## config.mk

```make
export PLATFORM = sky130hd
export DESIGN_NAME = parking_lot_controller_flat
export DESIGN_NICKNAME = d
export VERILOG_FILES = /design/src/rtl/parking_lot_controller_if.sv /design/src/rtl/parking_lot_controller.sv /design/src/flat_wrapper.sv
export SDC_FILE = /design/constraint.sdc
export NUM_CORES = 1
export LEC_CHECK = 0
export CORE_AREA = 4 4 60 62
export CTS_CLUSTER_SIZE = 10
export DETAILED_ROUTE_END_ITERATION = 10
export DIE_AREA = 0 0 64 66
export MAX_ROUTING_LAYER = met4
export PLACE_DENSITY_LB_ADDON = 0.25
export SLEW_MARGIN = 25
export SYNTH_ARGS = -nofsm -noshare
export SYNTH_HDL_FRONTEND = slang
export SYNTH_SLANG_ARGS = --single-unit
export TNS_END_PERCENT = 100
```

## constraint.sdc

```tcl
create_clock -name clk -period 3 [get_ports clk]
set_input_delay 0.6 -clock clk [delete_from_list [all_inputs] [get_ports clk]]
set_output_delay 0.6 -clock clk [all_outputs]
set_load 0.02 [all_outputs]
```

## src/rtl/parking_lot_controller_if.sv

```systemverilog
// ---------------------------------------------------------------------------
// parking_lot_controller_if
// Bundles the gate-sensor/keypad requests and the status returned to the
// display and billing logic. Every signal here is synchronous to the
// controller's clk.
//   master : front-end side. Drives enter_req, exit_req and exit_number.
//   slave  : controller side. Drives entry_ready, enter_ack, enter_slot,
//            gate_open, park_location, free_count, full, empty, err_full
//            and err_exit.
// NUM_SLOTS must match the NUM_SLOTS of the controller attached to it.
// ---------------------------------------------------------------------------
interface parking_lot_controller_if #(
  parameter int NUM_SLOTS = 8
);
  localparam int IDX_W = $clog2(NUM_SLOTS);

  // Requests from the front-end
  logic             enter_req;
  logic             exit_req;
  logic [IDX_W-1:0] exit_number;

  // Status from the controller
  logic             entry_ready;
  logic             enter_ack;
  logic [IDX_W-1:0] enter_slot;
  logic             gate_open;
  logic [NUM_SLOTS-1:0] park_location;
  logic [IDX_W:0]   free_count;
  logic             full;
  logic             empty;
  logic             err_full;
  logic             err_exit;

  modport master (
    output enter_req, exit_req, exit_number,
    input  entry_ready, enter_ack, enter_slot, gate_open, park_location,
           free_count, full, empty, err_full, err_exit
  );

  modport slave (
    input  enter_req, exit_req, exit_number,
    output entry_ready, enter_ack, enter_slot, gate_open, park_location,
           free_count, full, empty, err_full, err_exit
  );
endinterface

```

## src/rtl/parking_lot_controller.sv

```systemverilog
// ---------------------------------------------------------------------------
// parking_lot_controller
// Keeps a registered occupancy map of NUM_SLOTS spaces, hands the lowest
// free slot to each arriving car, frees slots on exit and runs the
// entry-gate timer.
// Ports:
//   clk    : single clock, rising edge.
//   rst_n  : synchronous active-low reset.
//   bus    : parking_lot_controller_if.slave. Carries the requests and all
//            status outputs.
//   total_entries, peak_occupancy : only present with PARKING_STATS_EN.
// Optional feature macro: PARKING_STATS_EN adds the accepted-entry counter,
// which saturates, and the running peak-occupancy register.
// ---------------------------------------------------------------------------
module parking_lot_controller #(
  parameter  int NUM_SLOTS   = 8,
  parameter  int GATE_CYCLES = 4,
  localparam int IDX_W       = $clog2(NUM_SLOTS)
) (
  input  logic clk,
  input  logic rst_n,
  parking_lot_controller_if.slave bus
`ifdef PARKING_STATS_EN
  ,
  output logic [15:0]    total_entries,
  output logic [IDX_W:0] peak_occupancy
`endif
);

  localparam int CNT_W = (GATE_CYCLES > 1) ? $clog2(GATE_CYCLES) : 1;

  typedef enum logic {ST_IDLE = 1'b0, ST_OPEN = 1'b1} state_t;

  state_t               state_q, state_d;
  logic [CNT_W-1:0]     cnt_q, cnt_d;
  logic [NUM_SLOTS-1:0] map_q, map_d;
  logic [IDX_W:0]       free_count_q, free_count_d;
  logic                 full_q, full_d, empty_q, empty_d;
  logic                 ack_q, ack_d, err_full_q, err_full_d, err_exit_q, err_exit_d;
  logic [IDX_W-1:0]     slot_q, slot_d;

  logic [NUM_SLOTS-1:0] exit_onehot;
  logic [NUM_SLOTS-1:0] map_after_exit;
  logic                 exit_ok, entry_ok, free_found;
  logic [IDX_W-1:0]     alloc_idx;

  // One-hot decode of the slot being vacated
  for (genvar gi = 0; gi < NUM_SLOTS; gi++) begin : g_exit_dec
    assign exit_onehot[gi] = (bus.exit_number == IDX_W'(gi));
  end

  always_comb begin
    state_d        = state_q;
    cnt_d          = cnt_q;
    ack_d          = 1'b0;
    err_full_d     = 1'b0;
    err_exit_d     = 1'b0;
    slot_d         = slot_q;
    entry_ok       = 1'b0;
    free_found     = 1'b0;
    alloc_idx      = '0;

    // Exit goes first so a slot freed this cycle can be reallocated at once.
    exit_ok        = bus.exit_req && ((map_q & exit_onehot) != '0);
    err_exit_d     = bus.exit_req && !exit_ok;
    map_after_exit = exit_ok ? (map_q & ~exit_onehot) : map_q;

    // Scan high to low so the last hit wins: that is the lowest free index.
    for (int i = NUM_SLOTS - 1; i >= 0; i--) begin
      if (!map_after_exit[i]) begin
        free_found = 1'b1;
        alloc_idx  = IDX_W'(i);
      end
    end

    map_d = map_after_exit;

    case (state_q)
      ST_IDLE: begin
        if (bus.enter_req) begin
          if (free_found) begin
            entry_ok          = 1'b1;
            map_d[alloc_idx]  = 1'b1;
            ack_d             = 1'b1;
            slot_d            = alloc_idx;
            state_d           = ST_OPEN;
            cnt_d             = CNT_W'(GATE_CYCLES - 1);
          end else begin
            err_full_d = 1'b1;
          end
        end
      end
      ST_OPEN: begin
        // Entry requests are ignored while the barrier is up.
        if (cnt_q == '0) begin
          state_d = ST_IDLE;
        end else begin
          cnt_d = cnt_q - 1'b1;
        end
      end
      default: state_d = ST_IDLE;
    endcase

    free_count_d = free_count_q + (IDX_W+1)'(exit_ok) - (IDX_W+1)'(entry_ok);
    full_d       = (free_count_d == '0);
    empty_d      = (free_count_d == (IDX_W+1)'(NUM_SLOTS));
  end

  always_ff @(posedge clk) begin
    if (!rst_n) begin
      state_q      <= ST_IDLE;
      cnt_q        <= '0;
      map_q        <= '0;
      free_count_q <= (IDX_W+1)'(NUM_SLOTS);
      full_q       <= 1'b0;
      empty_q      <= 1'b1;
      ack_q        <= 1'b0;
      err_full_q   <= 1'b0;
      err_exit_q   <= 1'b0;
      slot_q       <= '0;
    end else begin
      state_q      <= state_d;
      cnt_q        <= cnt_d;
      map_q        <= map_d;
      free_count_q <= free_count_d;
      full_q       <= full_d;
      empty_q      <= empty_d;
      ack_q        <= ack_d;
      err_full_q   <= err_full_d;
      err_exit_q   <= err_exit_d;
      slot_q       <= slot_d;
    end
  end

  assign bus.entry_ready   = (state_q == ST_IDLE);
  assign bus.gate_open     = (state_q == ST_OPEN);
  assign bus.enter_ack     = ack_q;
  assign bus.enter_slot    = slot_q;
  assign bus.park_location = map_q;
  assign bus.free_count    = free_count_q;
  assign bus.full          = full_q;
  assign bus.empty         = empty_q;
  assign bus.err_full      = err_full_q;
  assign bus.err_exit      = err_exit_q;

`ifdef PARKING_STATS_EN
  logic [15:0]    total_q, total_d;
  logic [IDX_W:0] peak_q, peak_d;
  logic [IDX_W:0] occ_d;

  always_comb begin
    total_d = total_q;
    if (entry_ok && (total_q != 16'hFFFF)) begin
      total_d = total_q + 16'd1;
    end
    occ_d  = (IDX_W+1)'(NUM_SLOTS) - free_count_d;
    peak_d = (occ_d > peak_q) ? occ_d : peak_q;
  end

  always_ff @(posedge clk) begin
    if (!rst_n) begin
      total_q <= '0;
      peak_q  <= '0;
    end else begin
      total_q <= total_d;
      peak_q  <= peak_d;
    end
  end

  assign total_entries  = total_q;
  assign peak_occupancy = peak_q;
`endif

endmodule
```

## src/flat_wrapper.sv

```systemverilog
// flat-port wrapper written by rule: the top's interface ports become plain ports
module parking_lot_controller_flat 
#(
  parameter  int NUM_SLOTS   = 8,
  parameter  int GATE_CYCLES = 4,
  localparam int IDX_W       = $clog2(NUM_SLOTS)
)
  (clk, rst_n, bus_enter_req, bus_exit_req, bus_exit_number, bus_entry_ready, bus_enter_ack, bus_enter_slot, bus_gate_open, bus_park_location, bus_free_count, bus_full, bus_empty, bus_err_full, bus_err_exit);
  parking_lot_controller_if #(.NUM_SLOTS(NUM_SLOTS)) bus_i ();
  input  logic clk;
  input  logic rst_n;
  input wire logic [$bits(bus_i.enter_req)-1:0] bus_enter_req;
  input wire logic [$bits(bus_i.exit_req)-1:0] bus_exit_req;
  input wire logic [$bits(bus_i.exit_number)-1:0] bus_exit_number;
  output wire logic [$bits(bus_i.entry_ready)-1:0] bus_entry_ready;
  output wire logic [$bits(bus_i.enter_ack)-1:0] bus_enter_ack;
  output wire logic [$bits(bus_i.enter_slot)-1:0] bus_enter_slot;
  output wire logic [$bits(bus_i.gate_open)-1:0] bus_gate_open;
  output wire logic [$bits(bus_i.park_location)-1:0] bus_park_location;
  output wire logic [$bits(bus_i.free_count)-1:0] bus_free_count;
  output wire logic [$bits(bus_i.full)-1:0] bus_full;
  output wire logic [$bits(bus_i.empty)-1:0] bus_empty;
  output wire logic [$bits(bus_i.err_full)-1:0] bus_err_full;
  output wire logic [$bits(bus_i.err_exit)-1:0] bus_err_exit;
  assign bus_i.enter_req = bus_enter_req;
  assign bus_i.exit_req = bus_exit_req;
  assign bus_i.exit_number = bus_exit_number;
  assign bus_entry_ready = bus_i.entry_ready;
  assign bus_enter_ack = bus_i.enter_ack;
  assign bus_enter_slot = bus_i.enter_slot;
  assign bus_gate_open = bus_i.gate_open;
  assign bus_park_location = bus_i.park_location;
  assign bus_free_count = bus_i.free_count;
  assign bus_full = bus_i.full;
  assign bus_empty = bus_i.empty;
  assign bus_err_full = bus_i.err_full;
  assign bus_err_exit = bus_i.err_exit;
  parking_lot_controller #(.NUM_SLOTS(NUM_SLOTS), .GATE_CYCLES(GATE_CYCLES)) u_core (.clk(clk), .rst_n(rst_n), .bus(bus_i));
endmodule
```

Yosys cells after proc, flatten, opt, wreduce, memory -nomap -nowiden
Index checks and enable logic that the tools add are counted.

word-level totals
  bits in registers = 23
  input port bits = 7
  output and inout bits = 22
  word-level logic and storage cells = 76

operators by class
  add/subtract/negate cells = 3
  order comparisons = 2
  eq/ne operators = 11
  mux-type cells = 32
  bitwise logic cells = 7
  reductions and logical operators = 11

operators by type and width
  operator                                                     number
  two-way mux 8 bit                                            4
  two-way mux 3 bit                                            8
  bitwise AND 8 bit                                            2
  two-way mux 1 bit                                            14
  equality test 3 bit (second input constant)                  4
  NOT 8 bit                                                    1
  bitwise OR 8 bit                                             1
  nonzero test 8 bit                                           1
  equality test 3 x 2 -> 1 bit (second input constant)         2
  two-way mux 2 bit                                            3
  AND reduction 3 bit                                          2
  adder 4 x 1 -> 4 bit                                         1
  equality test 4 bit (second input constant)                  1
  logical NOT 4 bit                                            1
  less-than comparator 3 x 4 -> 1 bit (second input constant)  1
  inequality test 2 bit (second input constant)                2
  case mux 2 bit (2 select lines)                              1
  subtractor 4 x 1 -> 4 bit                                    1
  demux 1 bit (select 3 bit)                                   1
  equality test 3 x 1 -> 1 bit (second input constant)         1
  >= comparator 3 x 1 -> 1 bit (second input constant)         1
  logical AND 1 bit                                            3
  logical NOT 3 bit                                            1
  NOT 1 bit                                                    3
  6 further kinds                                              6

Logic depth before layout (Yosys ltp)
  depth after elaboration = 21
  mapped depth = 12
  depth with buffers taken out = 12

Worst setup path before layout
No wires, ideal clock.

  path type = in2reg
  from = input port bus_exit_number[0]
  to = register u_core.empty_q (netlist: u_core.bus.empty)
  setup time = 0.074 ns
  arrival = 2.684 ns
  required time = 2.926 ns
  setup slack = 0.242 ns
  stages = 9
  path buffers = 1
  cell sequence = buf_2 mux4_2 mux2i_1 nor2b_1 ha_1 fa_1 xor2_1 or3_1 o21ai_0

on the way
  word-level cells in the longest chain between the ends = 18
  elaborated cells on any way between the ends = 28
  those cells by class = 2 x add/sub; 8 x eq/ne; 12 x mux; 3 x bitwise; 3 x reduce/logical

ends and longest elaborated chain
  element                                                     line                           RTL
  start, declared                                             flat_wrapper.sv:14             input wire logic [$bits(bus_i.exit_number)-1:0] bus_exit_number;
  equality test 3 x 1 -> 1 bit, or another cell as far along  parking_lot_controller.sv:49   assign exit_onehot[gi] = (bus.exit_number == IDX_W'(gi));
  bitwise AND 8 bit                                           parking_lot_controller.sv:64   exit_ok = bus.exit_req && ((map_q & exit_onehot) != '0);
  nonzero test 8 bit                                          parking_lot_controller.sv:64
  logical AND 1 bit                                           parking_lot_controller.sv:64
  two-way mux 8 bit                                           parking_lot_controller.sv:66   map_after_exit = exit_ok ? (map_q & ~exit_onehot) : map_q;
  two-way mux 1 bit (8 in series)                             parking_lot_controller.sv:70   if (!map_after_exit[i]) begin
  two-way mux 1 bit                                           parking_lot_controller.sv:81   if (free_found) begin
  two-way mux 1 bit                                           parking_lot_controller.sv:80   if (bus.enter_req) begin
  two-way mux 1 bit                                           parking_lot_controller.sv:78   case (state_q)
  subtractor 4 x 1 -> 4 bit (*)                               parking_lot_controller.sv:104  free_count_d = free_count_q + (IDX_W+1)'(exit_ok) - (IDX_W+1)'(entry_ok);
  equality test 4 bit (*)                                     parking_lot_controller.sv:106  empty_d = (free_count_d == (IDX_W+1)'(NUM_SLOTS));
  end signal, assigned                                        parking_lot_controller.sv:127  empty_q <= empty_d;
  end, declared                                               parking_lot_controller.sv:38   logic full_q, full_d, empty_q, empty_d;

Mark *: on every way between the ends. The rest lies on a longest branch, timed or not.
A chain may end at the register's enable or synchronous reset.

Final worst setup path
  from = register u_core.map_q[1] (netlist: u_core.bus.park_location[1])
  to = register u_core.empty_q (netlist: u_core.bus.empty)

on the way
  word-level cells in the longest chain between the ends = 17
  elaborated cells on any way between the ends = 19
  those cells by class = 2 x add/sub; 1 x eq/ne; 12 x mux; 2 x bitwise; 2 x reduce/logical

ends and longest elaborated chain
  element                          line                           RTL
  start, declared                  parking_lot_controller.sv:36   logic [NUM_SLOTS-1:0] map_q, map_d;
  start signal, assigned           parking_lot_controller.sv:124  map_q <= map_d;
  bitwise AND 8 bit                parking_lot_controller.sv:64
  nonzero test 8 bit               parking_lot_controller.sv:64
  logical AND 1 bit                parking_lot_controller.sv:64
  two-way mux 8 bit                parking_lot_controller.sv:66
  two-way mux 1 bit (8 in series)  parking_lot_controller.sv:70
  two-way mux 1 bit                parking_lot_controller.sv:81
  two-way mux 1 bit                parking_lot_controller.sv:80
  two-way mux 1 bit                parking_lot_controller.sv:78
  subtractor 4 x 1 -> 4 bit (*)    parking_lot_controller.sv:104
  equality test 4 bit (*)          parking_lot_controller.sv:106

Marked as above.

==> results.txt <==
Status = complete, no violations
Yosys warns = 0
Mean post-synth cell area = 9.43 sq um
Post-Syn Area = 1200 sq um
Core Area = 3030 sq um
CTS root buf = clkbuf_4
Clk_lat worst skew = 320 ps
Worst Max-Slew Pin Slew = 523 ps
Floorplan die width = 64 um
Via count = 1099
DRC Markers = 0
Syn-to-layout area delta = 37.0%
# IOs = 29
Design area = 1640 sq um
PwrDens = 472 nW/um^2
Fin. Hold Viols = 0
Initial Util = 39.5%
# setup viols final = 0
Die Y = 66 um
Clock network power share = 19.5%
GRT Total Usage = 14.8%
P_sw = 253 uW
Hold Crit Class = reg2reg
First-pass GRT wire length = 4800 um
R2R Setup Slk = 270 ps
CTS Sinks = 23
CP endpoint kind = register
Row count = 20
Vias in the first global route = 1074
CTS max path bufs = 2
Tmin final = 2730 ps
DIE AREA = 4220 sq um
Asr flop ratio synth = 0%
Sw frac = 32.6%
Post-DP HPWL = 2170 um
Total routed wirelength = 2800 um
Commonest non-fill, non-tap cell in the layout = clkdlybuf4s50_1
Number of flops mapped to enable cells by yosys = 0
Place WS = -321 ps
Sequential share of the synthesized area = 38.5%
GP Congestion = 0.837
Pint = 521 uW
Data required, critical path = 3260 ps
Mapped Nets = 140
TritonCTS clock tree = built
Depth of the CTS H-tree = 1
Initial antenna violation count = 0
Slew HR = 64.7%
Drt first-iter violations = 75
Crit path max fanout = 9
CTS hold repair buffers = 0
Pin count of the biggest net entering global routing = 22
Placed Area = 1600 sq um
Achievable Freq = 0.366 GHz
Final Worst Setup Slack = 268 ps
Post-synth top flop = dfxtp_1
DR WL/cell = 13.3 um
Max VDD drop = 0.253 mV
RSZ-0062 raised after global routing = false
Critical Path AT = 2990 ps
Commonest non-fill, non-tap cells in the layout = clkdlybuf4s50_1, dfxtp_1, nand2_1
DRT antenna net count = 0
Number of diodes = 0
Port buffer count = 28
First-pass DRT Iterations = 4
Clock transition at the registers of the reported paths = 130 ps
Layout cells sized above 1 = 18.6%
Clock buffer count from CTS = 3
Vias/cell = 5.21
Combinational share of power = 34.2%
Setup crit start kind = register
NumNets Final = 181
Syn Inst Count = 127
Finished Core Util = 54.2%
Max-Cap Viols = 0
Sequential Power Share = 46.3%
Yosys cell types = 48
Slew Viols, Final = 0
WS Path Type = reg2reg
Synth Register Bits = 23
Tcrit/Tclk final = 91.1%
P_leak = 0.666 nW
Final Skew = 2.38 ps
Total congestion overflow = 0
==> metal layers <==
| metal | share of wire (%) | track usage, % |
|---|---|---|
| met2 | 46 | 23.9 |
| met4 | 2.0 | 6.47 |
| met5 | 0 | - |
| met3 | 4.5 | 2.55 |
| met1 | 48 | 18.2 |
==> cell type report <==
| type | count | area, sq um |
|---|---|---|
| Multi-Input combinational cell | 88 | 674 |
| Clock buffer | 3 | 22.5 |
| Clock inverter | 1 | 7.51 |
| Timing Repair Buffer | 40 | 375 |
| Sequential cell | 23 | 460 |
| Fill cell | 290 | 1390 |
| Inverter | 12 | 45.0 |
| Tap cell | 44 | 55.1 |
==> cells by family after synthesis <==
logic type,share of synthesized area (%)
compound gates,23.0
xor+xnor,2.19
fa+ha+maj,6.90
buf+inv,5.43
flops,38.5
mux,4.60
simple gates,19.4
==> state kept, by name, indices dropped and copies added (netlist names) <==
signal	count
u_core.bus.park_location	8
u_core.bus.free_count	4
u_core.bus.enter_slot	3
u_core.cnt_q	2
u_core.bus.empty	1
u_core.bus.enter_ack	1
u_core.bus.err_exit	1
u_core.bus.err_full	1
u_core.bus.full	1
u_core.bus.gate_open	1
==> cells in the mapped netlist, drive strengths merged (2+ instances only) <==
master	count	area, sq um
buf	2	12.5
o21ai	8	40.0
inv	12	45.0
clkbuf	2	7.51
o311ai	3	26.3
dfxtp	23	460
or2b	2	16.3
and2	5	33.8
o31ai	4	40.0
mux4	2	45.0
and3	2	12.5
o211ai	4	30.0
ha	5	62.6
xor2	2	17.5
a21oi	3	15.0
or3	3	18.8
nand2	14	55.1
nor2b	4	32.5
nand3	3	15.0
nor2	4	15.0
==> path summary, 6_finish.rpt <==
path / start / endpoint / depth (start not counted)
worst max-delay path: u_core.bus.park_location[1] / u_core.bus.empty / 11
worst min-delay path: u_core.bus.enter_slot[0] / u_core.bus.enter_slot[0] / 2
worst max register to register: u_core.bus.park_location[1] / u_core.bus.empty / 11
worst min register to register: u_core.bus.enter_slot[0] / u_core.bus.enter_slot[0] / 2
==> power by group through the flow <==
stage | logic [mW] | clock network, mW | registers, mW
floorplan | 0.127 | 0 | 0.399
global placement | 0.262 | 0 | 0.364
detailed placement | 0.266 | 0 | 0.367
CTS | 0.267 | 0.163 | 0.360
global route | 0.292 | 0.171 | 0.366
finish | 0.264 | 0.151 | 0.359
==> critical path, stage by stage, from the launching register on <==
cell,delay [ps]
dfxtp_1,500
nand4_1,230
nor4_4,240
or2b_4,180
inv_2,30
ha_1,260
inv_1,40
ha_1,190
fa_1,390
xor2_1,170
or3_1,320
o21ai_0,140
==> repair_timing <==
item                       in CTS  in global routing
buffers inserted                0                  1
setup endpoints to repair       0                  2
resized for setup               0                  3
==> per-stage QoR <==
stage	cells	hold slack (ps)	setup TNS, ps	power (mW)
6_report	211	470	0	0.774
3_5_place_dp	206	452	-643	0.633
4_1_cts	210	471	0	0.790
2_1_floorplan	127	484	0	0.526
5_1_grt	211	508	0	0.830
3_3_place_gp	206	453	-501	0.626
Power figures use the tool's default switching activity.
